File: src/rtl/dlfp_pkg.sv
// Shared widths, flag bit positions and response record for the DLFloat16
// multiplier scheduler.
package dlfp_pkg;

  localparam int unsigned DLF16_W    = 16;
  localparam int unsigned DLF_RES_W  = 20;
  localparam int unsigned DLF_FLAG_W = 5;
  // Wide enough for the largest supported requester count (8)
  localparam int unsigned DLF_ID_W   = 3;

  localparam int unsigned FLG_INVALID   = 4;
  localparam int unsigned FLG_INEXACT   = 3;
  localparam int unsigned FLG_OVERFLOW  = 2;
  localparam int unsigned FLG_UNDERFLOW = 1;
  localparam int unsigned FLG_DIVZERO   = 0;

  typedef struct packed {
    logic [DLF_ID_W-1:0]   id;
    logic [DLF_RES_W-1:0]  result;
    logic [DLF_FLAG_W-1:0] flags;
  } dlf_rsp_t;

endpackage

File: src/rtl/dlfp_rr_arb.sv
// Rotating-priority arbiter: grants the first set request at or above ptr,
// wrapping around, when enable is high.
module dlfp_rr_arb #(
  parameter int unsigned NUM_REQ = 4
) (
  input  logic [NUM_REQ-1:0]         req,
  input  logic [$clog2(NUM_REQ)-1:0] ptr,
  input  logic                       enable,
  output logic [NUM_REQ-1:0]         grant,
  output logic [$clog2(NUM_REQ)-1:0] grant_idx
);

  localparam int unsigned IDW = $clog2(NUM_REQ);

  logic [IDW-1:0] sel;
  logic           found;

  always_comb begin
    grant     = '0;
    grant_idx = '0;
    found     = 1'b0;
    sel       = '0;
    for (int unsigned k = 0; k < NUM_REQ; k++) begin
      sel = IDW'((32'(ptr) + k) % NUM_REQ);
      if (enable && !found && req[sel]) begin
        found      = 1'b1;
        grant[sel] = 1'b1;
        grant_idx  = sel;
      end
    end
  end

endmodule

File: src/rtl/dlfp_mul_sched.sv
// Round-robin scheduler sharing one registered DLFloat16 multiplier among
// NUM_REQ requesters, with in-order, credit-protected result return.
module dlfp_mul_sched
  import dlfp_pkg::*;
#(
  parameter int unsigned NUM_REQ    = 4,
  parameter int unsigned MUL_LAT    = 1,
  parameter int unsigned FIFO_DEPTH = 4
) (
  input  logic                           clk,
  input  logic                           rst_n,
  input  logic [NUM_REQ-1:0]             req_valid,
  input  logic [DLF16_W*NUM_REQ-1:0]     req_a,
  input  logic [DLF16_W*NUM_REQ-1:0]     req_b,
  output logic [NUM_REQ-1:0]             req_ready,
  output logic [DLF16_W-1:0]             mul_a,
  output logic [DLF16_W-1:0]             mul_b,
  input  logic [DLF_RES_W-1:0]           mul_c,
  input  logic [DLF_FLAG_W-1:0]          mul_flags,
  output logic                           rsp_valid,
  input  logic                           rsp_ready,
  output logic [$clog2(NUM_REQ)-1:0]     rsp_id,
  output logic [DLF_RES_W-1:0]           rsp_result,
  output logic [DLF_FLAG_W-1:0]          rsp_flags
);

  localparam int unsigned IDW = $clog2(NUM_REQ);
  localparam int unsigned AW  = $clog2(FIFO_DEPTH);
  localparam int unsigned CW  = $clog2(FIFO_DEPTH + 1);

  logic [IDW-1:0]     rr_ptr;
  logic [IDW-1:0]     grant_idx;
  logic [NUM_REQ-1:0] grant;
  logic [CW-1:0]      inflight;
  logic [CW-1:0]      fifo_count;
  logic               credit_ok;
  logic               accept;
  logic               push;
  logic               pop;

  logic [DLF16_W-1:0] op_a [NUM_REQ];
  logic [DLF16_W-1:0] op_b [NUM_REQ];

  logic [MUL_LAT:0]   tok_v;
  logic [IDW-1:0]     tok_id [MUL_LAT+1];

  dlf_rsp_t           mem [FIFO_DEPTH];
  dlf_rsp_t           head;
  logic [AW-1:0]      wr_ptr;
  logic [AW-1:0]      rd_ptr;

  always_comb begin
    for (int unsigned i = 0; i < NUM_REQ; i++) begin
      op_a[i] = req_a[i*DLF16_W +: DLF16_W];
      op_b[i] = req_b[i*DLF16_W +: DLF16_W];
    end
  end

  // Every in-flight token already owns a FIFO slot, so the exit write never stalls
  assign credit_ok = ({1'b0, inflight} + {1'b0, fifo_count}) < (CW+1)'(FIFO_DEPTH);

  dlfp_rr_arb #(.NUM_REQ(NUM_REQ)) u_arb (
    .req       (req_valid),
    .ptr       (rr_ptr),
    .enable    (credit_ok),
    .grant     (grant),
    .grant_idx (grant_idx)
  );

  assign req_ready = grant;
  assign accept    = |(req_valid & grant);
  assign push      = tok_v[MUL_LAT];
  assign rsp_valid = (fifo_count != '0);
  assign pop       = rsp_valid & rsp_ready;
  assign head      = mem[rd_ptr];

  assign rsp_id     = rsp_valid ? IDW'(head.id) : '0;
  assign rsp_result = rsp_valid ? head.result   : '0;
  assign rsp_flags  = rsp_valid ? head.flags    : '0;

  always_ff @(posedge clk or negedge rst_n) begin
    if (!rst_n) begin
      rr_ptr     <= '0;
      mul_a      <= '0;
      mul_b      <= '0;
      tok_v      <= '0;
      inflight   <= '0;
      fifo_count <= '0;
      wr_ptr     <= '0;
      rd_ptr     <= '0;
      for (int unsigned s = 0; s <= MUL_LAT; s++) tok_id[s] <= '0;
    end else begin
      if (accept) begin
        mul_a  <= op_a[grant_idx];
        mul_b  <= op_b[grant_idx];
        rr_ptr <= (grant_idx == IDW'(NUM_REQ - 1)) ? '0 : grant_idx + IDW'(1);
      end else begin
        mul_a <= '0;
        mul_b <= '0;
      end
      tok_v[0]  <= accept;
      tok_id[0] <= grant_idx;
      for (int unsigned s = 1; s <= MUL_LAT; s++) begin
        tok_v[s]  <= tok_v[s-1];
        tok_id[s] <= tok_id[s-1];
      end
      inflight   <= inflight + CW'(accept) - CW'(push);
      fifo_count <= fifo_count + CW'(push) - CW'(pop);
      if (push) wr_ptr <= wr_ptr + AW'(1);
      if (pop)  rd_ptr <= rd_ptr + AW'(1);
    end
  end

  // Storage needs no reset: outputs are gated by rsp_valid
  always_ff @(posedge clk) begin
    if (push) begin
      mem[wr_ptr] <= '{id: DLF_ID_W'(tok_id[MUL_LAT]), result: mul_c, flags: mul_flags};
    end
  end

endmodule

File: config.mk
export PLATFORM = sky130hd
export DESIGN_NAME = dlfp_mul_sched
export DESIGN_NICKNAME = d
export VERILOG_FILES = /design/src/rtl/dlfp_pkg.sv /design/src/rtl/dlfp_rr_arb.sv /design/src/rtl/dlfp_mul_sched.sv
export SDC_FILE = /design/constraint.sdc
export NUM_CORES = 1
export LEC_CHECK = 0
export BUFFER_PORTS_ARGS = -buffer_cell sky130_fd_sc_hd__buf_2
export CORE_MARGIN = 1
export CORE_UTILIZATION = 30
export DETAILED_ROUTE_END_ITERATION = 10
export PLACE_DENSITY = 0.5
export SYNTH_ARGS = -nofsm -noshare
export SYNTH_HDL_FRONTEND = slang
export SYNTH_HIERARCHICAL = 1
export SYNTH_SLANG_ARGS = --single-unit
File: constraint.sdc
create_clock -name clk -period 7.3 [get_ports clk]
set_input_delay 0 -clock clk [delete_from_list [all_inputs] [get_ports clk]]
set_output_delay 0 -clock clk [all_outputs]
set_load 0.02 [all_outputs]
After elaboration in Yosys (flattened, before gate mapping)
Memories as Yosys holds them, arrays and structs flattened.
Cells that the tools add are included.

word-level totals
  flip-flop bits (word level) = 50
  logic and storage cells = 96
  input bits = 160
  output and inout bits = 64
  memories kept = 1
  RAM bits = 108

cells by class
  eq/ne operators = 1
  multiplexer cells = 41
  add/subtract/negate cells = 11
  bitwise operators = 6
  order comparisons = 10
  reduce and logical (&&, ||, !) cells = 16

memories
  memory  words  bits a word  rd ports  clocked after Yosys merged registers in  wr ports  line                  source
  mem     4      27           1         0                                        1         dlfp_mul_sched.sv:47  dlf_rsp_t mem [FIFO_DEPTH];

operators by type and width
  cell                                                         number
  two-way mux 16 bit                                           6
  binary-select mux 16 bit (select 2 bit)                      2
  two-way mux 20 bit                                           1
  two-way mux 4 bit                                            4
  two-way mux 1 bit                                            13
  less-than comparator 2 x 3 -> 1 bit (second input constant)  4
  two-way mux 2 bit                                            6
  bitwise OR 4 bit                                             3
  logical AND 1 bit                                            11
  adder 2 x 1 -> 2 bit (second input constant)                 4
  binary-select mux 1 bit (select 2 bit)                       4
  demux 1 bit (select 2 bit)                                   4
  >= comparator 2 x 1 -> 1 bit (second input constant)         4
  adder 3 x 1 -> 3 bit                                         2
  subtractor 3 x 1 -> 3 bit                                    2
  two-way mux 5 bit                                            1
  adder 2 bit (second input constant)                          2
  adder 3 x 3 -> 4 bit                                         1
  bitwise AND 4 bit                                            1
  less-than comparator 4 x 3 -> 1 bit (second input constant)  1
  OR reduction 4 bit                                           1
  >= comparator 3 bit (second input constant)                  1
  logical NOT 1 bit                                            3
  NOT 2 -> 3 bit                                               1
  3 further kinds                                              3

Depth between registers and ports, before layout
Gate-level depths: netlist of run 1.

  depth after elaboration = 21
  mapped depth = 16
  mapped depth without buffers = 13

Modules after synthesis
The synthesis of run 1 kept the hierarchy.

modules (own cells, without submodules)
  module          area each (um2)  sequential area each (um2)  instances  cells an instance
  dlfp_mul_sched  6,731.5          4,494.3                     1          341
  dlfp_rr_arb     563.0            0.0                         1          69

Worst setup path after synthesis of run 1
Ideal clock, no wire load.

  kind = reg-to-reg
  start = register rr_ptr[0]
  end = register inflight[2]
  setup slack = 3.420 ns
  clock period less this slack = 3.880 ns
  arrival time = 3.757 ns
  library setup time = 0.123 ns
  stages on the path, launching flop included = 17
  data required time = 7.177 ns
  buffers on the path = 3
  path through = dfrtp_1 -> buf_2 -> inv_1 -> ha_1 -> buf_6 -> mux4_2 -> nand2b_4 -> nor2b_2 -> a221o_1 -> a22o_1 -> a221oi_4 -> buf_2 -> ha_1 -> inv_1 -> ha_1 -> fa_1 -> xnor2_1

between the ends
  cells in the longest elaborated chain, start to end = 20
  elaborated cells between the ends (all ways) = 55
  classes of those cells = add/sub (5); order compare (8); mux (23); bitwise (4); reduce/logical (15)

RTL lines
  what                                                                                          line                   source
  start: declaration                                                                            dlfp_mul_sched.sv:31   logic [IDW-1:0] rr_ptr;
  start signal: assignment                                                                      dlfp_mul_sched.sv:96   rr_ptr <= (grant_idx == IDW'(NUM_REQ - 1)) ? '0 : grant_idx + IDW'(1);
  parallel branches: the longest is 15 deep, another holds less-than comparator 2 x 3 -> 1 bit  -
  two-way mux 4 bit *                                                                           dlfp_rr_arb.sv:25      if (enable && !found && req[sel]) begin
  net req_ready[3]                                                                              dlfp_mul_sched.sv:15   output logic [NUM_REQ-1:0] req_ready,
  bitwise AND 4 bit *                                                                           dlfp_mul_sched.sv:71   assign accept = |(req_valid & grant);
  OR reduction 4 bit *                                                                          dlfp_mul_sched.sv:71
  adder 3 x 1 -> 3 bit *                                                                        dlfp_mul_sched.sv:107  inflight <= inflight + CW'(accept) - CW'(push);
  subtractor 3 x 1 -> 3 bit *                                                                   dlfp_mul_sched.sv:107
  end signal: assignment                                                                        dlfp_mul_sched.sv:107
  end: declaration                                                                              dlfp_mul_sched.sv:34   logic [CW-1:0] inflight;

Mark *: on every way through the listed nets, which the timed path passes. The select of a mux whose other input is x is not followed.
A chain may end at the register's enable or synchronous reset.

Worst setup path after layout of run 1
  start = register rr_ptr[0]
  end = register inflight[1]

between the ends
  cells in the longest elaborated chain, start to end = 20
  elaborated cells between the ends (all ways) = 55
  classes of those cells = add/sub (5); order compare (8); mux (23); bitwise (4); reduce/logical (15)

RTL lines
  what                                                                                          line
  parallel branches: the longest is 15 deep, another holds less-than comparator 2 x 3 -> 1 bit  -
  two-way mux 4 bit *                                                                           dlfp_rr_arb.sv:25
  bitwise AND 4 bit *                                                                           dlfp_mul_sched.sv:71
  OR reduction 4 bit *                                                                          dlfp_mul_sched.sv:71
  adder 3 x 1 -> 3 bit *                                                                        dlfp_mul_sched.sv:107
  subtractor 3 x 1 -> 3 bit *                                                                   dlfp_mul_sched.sv:107

Every way passes the cells marked *. The select of a mux whose other input is x is not followed.

==> results of run 1 <==
[flip-flops by register name, indices dropped and copies added, names as in the netlist]
| signal | flops |
|---|---|
| mul_a | 16 |
| rd_ptr | 2 |
| rr_ptr | 2 |
| mul_b | 16 |
| tok_id | 4 |
| fifo_count | 3 |
| inflight | 3 |
| wr_ptr | 2 |
| mem | 108 |
| tok_v | 2 |
[Yosys cell counts, types with 2 or more instances]
| master | n |
|---|---|
| edfxtp_1 | 108 |
| mux4_2 | 60 |
| dfrtp_1 | 50 |
| nor2b_1 | 34 |
| and2_1 | 32 |
| ha_1 | 18 |
| inv_1 | 14 |
| buf_2 | 13 |
| a21oi_1 | 7 |
| buf_6 | 7 |
| nand2_1 | 6 |
| a221o_1 | 4 |
| mux2i_1 | 4 |
| nand3b_1 | 4 |
| o21ai_0 | 4 |
| xnor2_1 | 4 |
| clkbuf_1 | 3 |
| mux2_2 | 3 |
| nor2_1 | 3 |
| xor2_1 | 3 |
| fa_1 | 2 |
| nand2b_1 | 2 |
| o22ai_1 | 2 |
| or3_1 | 2 |
[metal layers]
layer / GRT usage [%] / vias up / part of all wire (%)
li1: - / 2099 / -
met1: 16.5 / 2312 / 39
met2: 25.8 / 187 / 53
met3: 4.85 / 13 / 6.9
met4: 3.62 / 2 / 0.72
met5: 0 / - / 0.098
[power by group through the flow]
stage,clock network (mW),logic (mW),registers [mW]
2_1_floorplan,0,1.17,1.29
3_3_place_gp,0,1.61,1.27
3_5_place_dp,0,1.63,1.27
4_1_cts,0.917,1.65,1.26
5_1_grt,0.955,1.78,1.28
6_report,0.889,1.62,1.25
[layout make-up]
type / count / area [µm²] / share of cell area [%]
Clock buffer: 17 / 425 / 4.40
Sequential cell: 158 / 4500 / 46.5
Timing Repair Buffer: 264 / 1510 / 15.6
Tap cell: 319 / 399 / 4.13
Clock inverter: 15 / 188 / 1.94
Antenna cell: 2 / 5.00 / 0.0518
Multi-Input combinational cell: 212 / 2590 / 26.8
Inverter: 14 / 52.6 / 0.544
[cells by family (layout without fill, tap and decap cells)]
family / count (synthesis) / in the layout / share of synthesized area (%)
AOI/OAI and AO/OA: 27 / 27 / 3.02
xor gates and xnor gates: 7 / 7 / 0.840
adders and majority gates: 20 / 20 / 3.64
buffers and inverters: 40 / 310 / 3.29
DFF: 158 / 158 / 61.6
muxes: 69 / 69 / 20.1
other: 0 / 2 / 0
and+or+nand+nor: 89 / 89 / 7.55
[worst register-to-register path, cell delays in order (launching register included)]
cell	delay, ps
dfrtp_1	730
inv_1	210
ha_1	540
mux4_2	350
nand2b_4	170
nor2b_2	80
a221o_1	380
a22o_1	240
a221oi_4	180
buf_4	390
ha_1	320
inv_1	60
ha_1	150
fa_1	410
[how the worst max path moves through the flow]
stage	startpoint	endpoint	slack [ps]	depth (start not counted)
floorplan	rr_ptr[0]$_DFFE_PN0P_	inflight[2]$_DFF_PN0_	3420	16
global placement	rr_ptr[0]$_DFFE_PN0P_	inflight[2]$_DFF_PN0_	3180	14
detailed placement	rr_ptr[0]$_DFFE_PN0P_	inflight[1]$_DFF_PN0_	2960	13
CTS	rr_ptr[0]$_DFFE_PN0P_	inflight[1]$_DFF_PN0_	2930	13
global route	rr_ptr[0]$_DFFE_PN0P_	inflight[2]$_DFF_PN0_	2600	14
finish	rr_ptr[0]$_DFFE_PN0P_	inflight[1]$_DFF_PN0_	2970	13
[per-stage QoR]
stage | hold WS [ps] | utilization (%) | worst slack (ps) | area, µm² | std cells
after global placement | 155 | 36.8 | 3180 | 8710 | 934
after CTS | 0.814 | 40.8 | 2930 | 9660 | 999
after detailed placement | 179 | 36.8 | 2960 | 8710 | 934
final | 19.3 | 40.8 | 2970 | 9660 | 1001
after floorplan | -296 | - | 3420 | 7290 | 410
after global routing | 10.0 | 40.8 | 2600 | 9660 | 999
[timing repair]
action | 4_1_cts | 5_1_grt
endpoints found under the hold margin | 156 | 0
gates resized for setup | 0 | 0
hold buffers | 33 | 0
buffers inserted | 0 | 0
==> qor.csv, run 1 <==
metric,value,unit
status,completed,
RR Endpoint,inflight[1]$_DFF_PN0_,
"EDFF count, synth",108,
Worst Path Required,7580,ps
part of the cycle the worst path needs,59.3,%
"leading cell types in the layout, fill and taps excluded","buf_2 (223), edfxtp_1 (108), mux4_2 (60), dfrtp_1 (49), nor2b_1 (34)",
total track usage,14.4,%
maximum clock frequency,231,MHz
Die ar.,24900,µm²
total negative slack,0,ps
Detail Placement HPWL,11900,µm
Sw Ratio,36.4,%
share of layout cells above drive strength 1,49.0,%
cell taking the most area after synthesis,edfxtp_1,
slowest CP cell,dfrtp_1,
Setup-failing EPs final,0,
endpoints failing hold,0,
Worst Hold Path Cells,3,
Most Frequent Cell on Critical Path,ha_1,
CTS Buffer Depth,2,
DRT iter0 DRCs,134,
initial antenna violation count,1,
synthesized flop and latch total,158,
share of total power in combinational logic,43.2,%
drt drc,0,
distinct cell type count of the synthesized netlist,45,
"Worst Path Class, Setup",reg2reg,
CTS Sinks,158,
Overall Power,3.76,mW
Clock transition at path regs,70,ps
Initial Util,30.8,%
CP top delay family,adder cells,
Syn Std Cell Area,7290,µm²
R2R Path Start,rr_ptr[0]$_DFFE_PN0P_,
fin nets,847,
vias in the first global route,4988,
Int Power,2.39,mW
peak supply drop,0.000164,V
top cell type's share of synthesized area,44.5,%
CTS tree,done,
"commonest non-fill, non-tap cell in the layout",buf_2,
Routed Antenna Nets,0,
area grow syn2layout,32.5,%
"slowest stage delay, CP",730,ps
sequential cell area fraction in the yosys report,61.6,%
CTS buffer count,17,
worst hold path class,in2reg,
Worst Tran Pin Value,1040,ps
clock network power share,23.7,%
die height,158,µm
Max transition margin,30.4,%
Overflow after GRT,0,
Net Switching,1.37,mW
power density over cell area,389,nW/µm²
first-pass GRT wire length,26600,µm
worst clock skew,8.99,ps
clk_lat worst skew,420,ps
Sequential Power Share,33.2,%
PortBufs,223,
"Slew Viols, Final",0,
minimum clock period,4330,ps
core area,23700,µm²
GPL Wtd Cong,0.851,
total wire length,17300,µm
Gate Count Post-Synth,410,
Leakage,3.95,nW
RSZ-0062 raised after global routing,no,
clock root cell,clkbuf_16,
crit path buf inv count,3,
hold_sp,req_a[61],
WP data arrival,4610,ps
final-layout fill cell count,2226,
Worst Path Max Fanout,36,
detail-routed net length per standard cell,17.3,µm
router iterations before antenna repair,4,
Synth Area per Inst,17.8,µm²
routed vias/inst,4.61,
Main synth FF type,edfxtp_1,
CP Cell Sequence,inv_1 > ha_1 > mux4_2 > nand2b_4 > nor2b_2 > a221o_1 > a22o_1 > a221oi_4 > buf_4 > ha_1 > inv_1 > ha_1 > fa_1,
die width,158,µm
hold endpoint,mul_a[13]$_DFF_PN0_,
post-synthesis net count,590,
row count,56,
Async SR Flop Fraction,31.6,%
H-tree levels,4,
via count,4613,
# IOs,224,
R2R cell count,13,
FF-to-FF setup slack,2970,ps
number of synthesis warnings,6,
CP endpoint kind,flip-flop,
MaxCap Viol Count,0,
top post-synthesis cells by area,"edfxtp_1 (44%), mux4_2 (19%), dfrtp_1 (17%)",
pin count of the biggest net entering global routing,51,
Startpoint Class,flip-flop,
Note: power is estimated with default switching activity, not from simulation.
==> run 2, diff against run 1 <==
Settings changed: ABC_AREA set to 1, PLACE_DENSITY 0.5 to 0.49.
Clock period 7.3 ns to 4.3 ns, I/O delays scaled along.
==> qor.csv, run 2 <==
metric,value,unit
status,completed,
die width,169,µm
H-tree levels,4,
sequential cell area fraction in the yosys report,53.8,%
Worst Path Max Fanout,67,
Largest Register,mem,
DRT iter0 DRCs,304,
post-synthesis net count,1187,
worst hold path class,in2reg,
fin nets,1535,
final-layout fill cell count,2726,
total track usage,16.8,%
hold_sp,req_a[54],
RSZ-0062 raised after global routing,no,
total negative slack,0,ps
fin util,43.4,%
Synth Area per Inst,8.30,µm²
row count,60,
total wire length,23500,µm
final instance area,11700,µm²
# IOs,224,
maximum clock frequency,252,MHz
power density over cell area,630,nW/µm²
initial antenna violation count,1,
R2R Path Start,rr_ptr[1]$_DFFE_PN0P_,
cell taking the most area after synthesis,edfxtp_1,
Routed Antenna Nets,0,
"Slew Viols, Final",0,
Main synth FF type,edfxtp_1,
Gate Count Post-Synth,1007,
pre-CTS setup slack,295,ps
via count,7415,
Setup-failing EPs final,0,
minimum clock period,3970,ps
endpoints failing hold,0,
RR Endpoint,mul_b[2]$_DFF_PN0_,
PortBufs,223,
Leakage,6.14,nW
R2R cell count,15,
share of layout cells above drive strength 1,20.8,%
"Cell Area, Placed",9730,µm²
top post-synthesis cells by area,"edfxtp_1 (39%), dfrtp_1 (15%), nand2_1 (13%)",
detail-routed net length per standard cell,13.5,µm
MaxCap Viol Count,0,
CTS tree,done,
core area,27100,µm²
CP endpoint kind,flip-flop,
vias in the first global route,7408,
CTS Buffer Depth,2,
clk_lat worst skew,420,ps
drt drc,0,
Syn Std Cell Area,8360,µm²
Worst Hold Path Cells,5,
distinct cell type count of the synthesized netlist,27,
"leading cell types in the layout, fill and taps excluded","nand2_1 (285), inv_1 (262), buf_2 (223), nand3_1 (141), dlygate4sd3_1 (141)",
first-pass GRT wire length,37100,µm
Detail Placement HPWL,14500,µm
CTS buffer count,17,
most numerous cell in the Yosys netlist,nand2_1,
Max transition margin,31.7,%
worst setup margin,326,ps
WP data arrival,4280,ps
Overflow after GRT,0,
biggest regs,"mem x108, mul_a x16, mul_b x16",
Synth top cells by count,"nand2_1 (285), inv_1 (262), nand3_1 (142)",
flip-flop count of the largest register after layout,108,
Overall Power,7.40,mW
peak supply drop,0.000389,V
number of synthesis warnings,6,
Clock transition at path regs,70,ps
die height,169,µm
part of the cycle the worst path needs,92.4,%
Worst Tran Pin Value,1020,ps
FF-to-FF setup slack,330,ps
GPL Wtd Cong,0.820,
Async SR Flop Fraction,31.6,%
Die ar.,28500,µm²
top cell type's share of synthesized area,38.8,%
Initial Util,30.8,%
"Worst Path Class, Setup",reg2reg,
Startpoint Class,flip-flop,
worst clock skew,8.51,ps
pin count of the biggest net entering global routing,68,
synthesized flop and latch total,158,
clock root cell,clkbuf_16,
hold endpoint,mul_a[6]$_DFF_PN0_,
CTS Sinks,158,
router iterations before antenna repair,5,
"commonest non-fill, non-tap cell in the layout",nand2_1,
routed vias/inst,4.26,
"EDFF count, synth",108,
Worst Path Required,4610,ps
area grow syn2layout,40.6,%
run 2: cell count changes after synthesis, moves of 6 or more:
cell     delta
inv_1     +248
inv_2       +7
and2_1     -30
nand3_1   +141
nand2_1   +279
nand4_1     +6
buf_2      +14
nor2b_1    -34
buf_4       +8
a21oi_1    +52
mux4_2     -60
run 2: final cells by class:
type / count / area (µm²) / area share, %
inverter: 269 / 1010 / 8.62
antenna: 1 / 2.50 / 0.0213
sequential: 158 / 4500 / 38.3
timing repair buffer: 373 / 2600 / 22.2
tap: 372 / 465 / 3.96
multi-input combinational: 536 / 2580 / 21.9
clock inverter: 15 / 165 / 1.41
clock buffer: 17 / 425 / 3.62
run 2: power by group:
group	switching [mW]	total, mW	internal [mW]
Clock	0.675	1.50	0.827
Sequential	0.0939	1.94	1.84
Combinational	2.46	3.96	1.50
Total	3.23	7.40	4.17
run 2: metal layers:
metal  routed length, µm  global-route usage (%)  part of all wire, %  vias to the layer above
li1                    -                       -                    -                     3774
met1                9510                    18.4                   40                     3378
met2               12200                    31.0                   52                      219
met3                1190                    4.00                  5.1                       44
met4                 558                    6.92                  2.4                        0
met5                   0                       0                    0                        -
run 2: metrics by stage:
step | hold WS [ps] | instances
after floorplan | -296 | 1007
after global placement | 187 | 1567
after detailed placement | 191 | 1567
after CTS | 11.5 | 1740
after global routing | 62.9 | 1741
final | 26.5 | 1741
run 2: worst max path at each step:
| stage | startpoint | end | slack (ps) |
|---|---|---|---|
| 5_1_grt | rr_ptr[1]$_DFFE_PN0P_ | inflight[2]$_DFF_PN0_ | 6 |
| 6_report | rr_ptr[1]$_DFFE_PN0P_ | mul_b[2]$_DFF_PN0_ | 330 |
| 4_1_cts | rr_ptr[0]$_DFFE_PN0P_ | mul_a[10]$_DFF_PN0_ | 100 |
| 2_1_floorplan | rr_ptr[0]$_DFFE_PN0P_ | inflight[2]$_DFF_PN0_ | 730 |
| 3_3_place_gp | rr_ptr[0]$_DFFE_PN0P_ | inflight[2]$_DFF_PN0_ | 390 |
| 3_5_place_dp | rr_ptr[0]$_DFFE_PN0P_ | inflight[2]$_DFF_PN0_ | 290 |
run 2: repair_timing:
| item | 4_1_cts | 5_1_grt |
|---|---|---|
| resized for setup | 0 | 6 |
| hold endpoints to repair | 185 | 0 |
| hold buffers | 141 | 0 |
| setup buffers | 0 | 0 |
| endpoints found under the setup margin | 0 | 16 |
run 2: critical path, cell delays in order, from the launching register on:
cell	delay (ps)
dfrtp_1	500
inv_1	210
ha_1	370
inv_1	120
nand3_2	150
nand2_1	110
inv_2	40
nor2_4	230
nand3_1	170
nand3_2	160
buf_8	360
nand2_1	100
nand3_1	90
dlygate4sd3_1	550
a21oi_1	70
dlygate4sd3_1	610
run 2: cells by family (layout without fill, tap and decap cells):
family | count (synthesis) | after routing | share of synthesized area [%]
adder cells (fa/ha/maj) | 20 | 20 | 3.17
AND/OR/NAND/NOR | 451 | 451 | 23.6
other | 0 | 1 | 0
XOR/XNOR | 4 | 4 | 0.419
flip-flops | 158 | 158 | 53.8
buffers and inverters | 313 | 674 | 15.4
AO/OA/AOI/OAI | 61 | 61 | 3.65
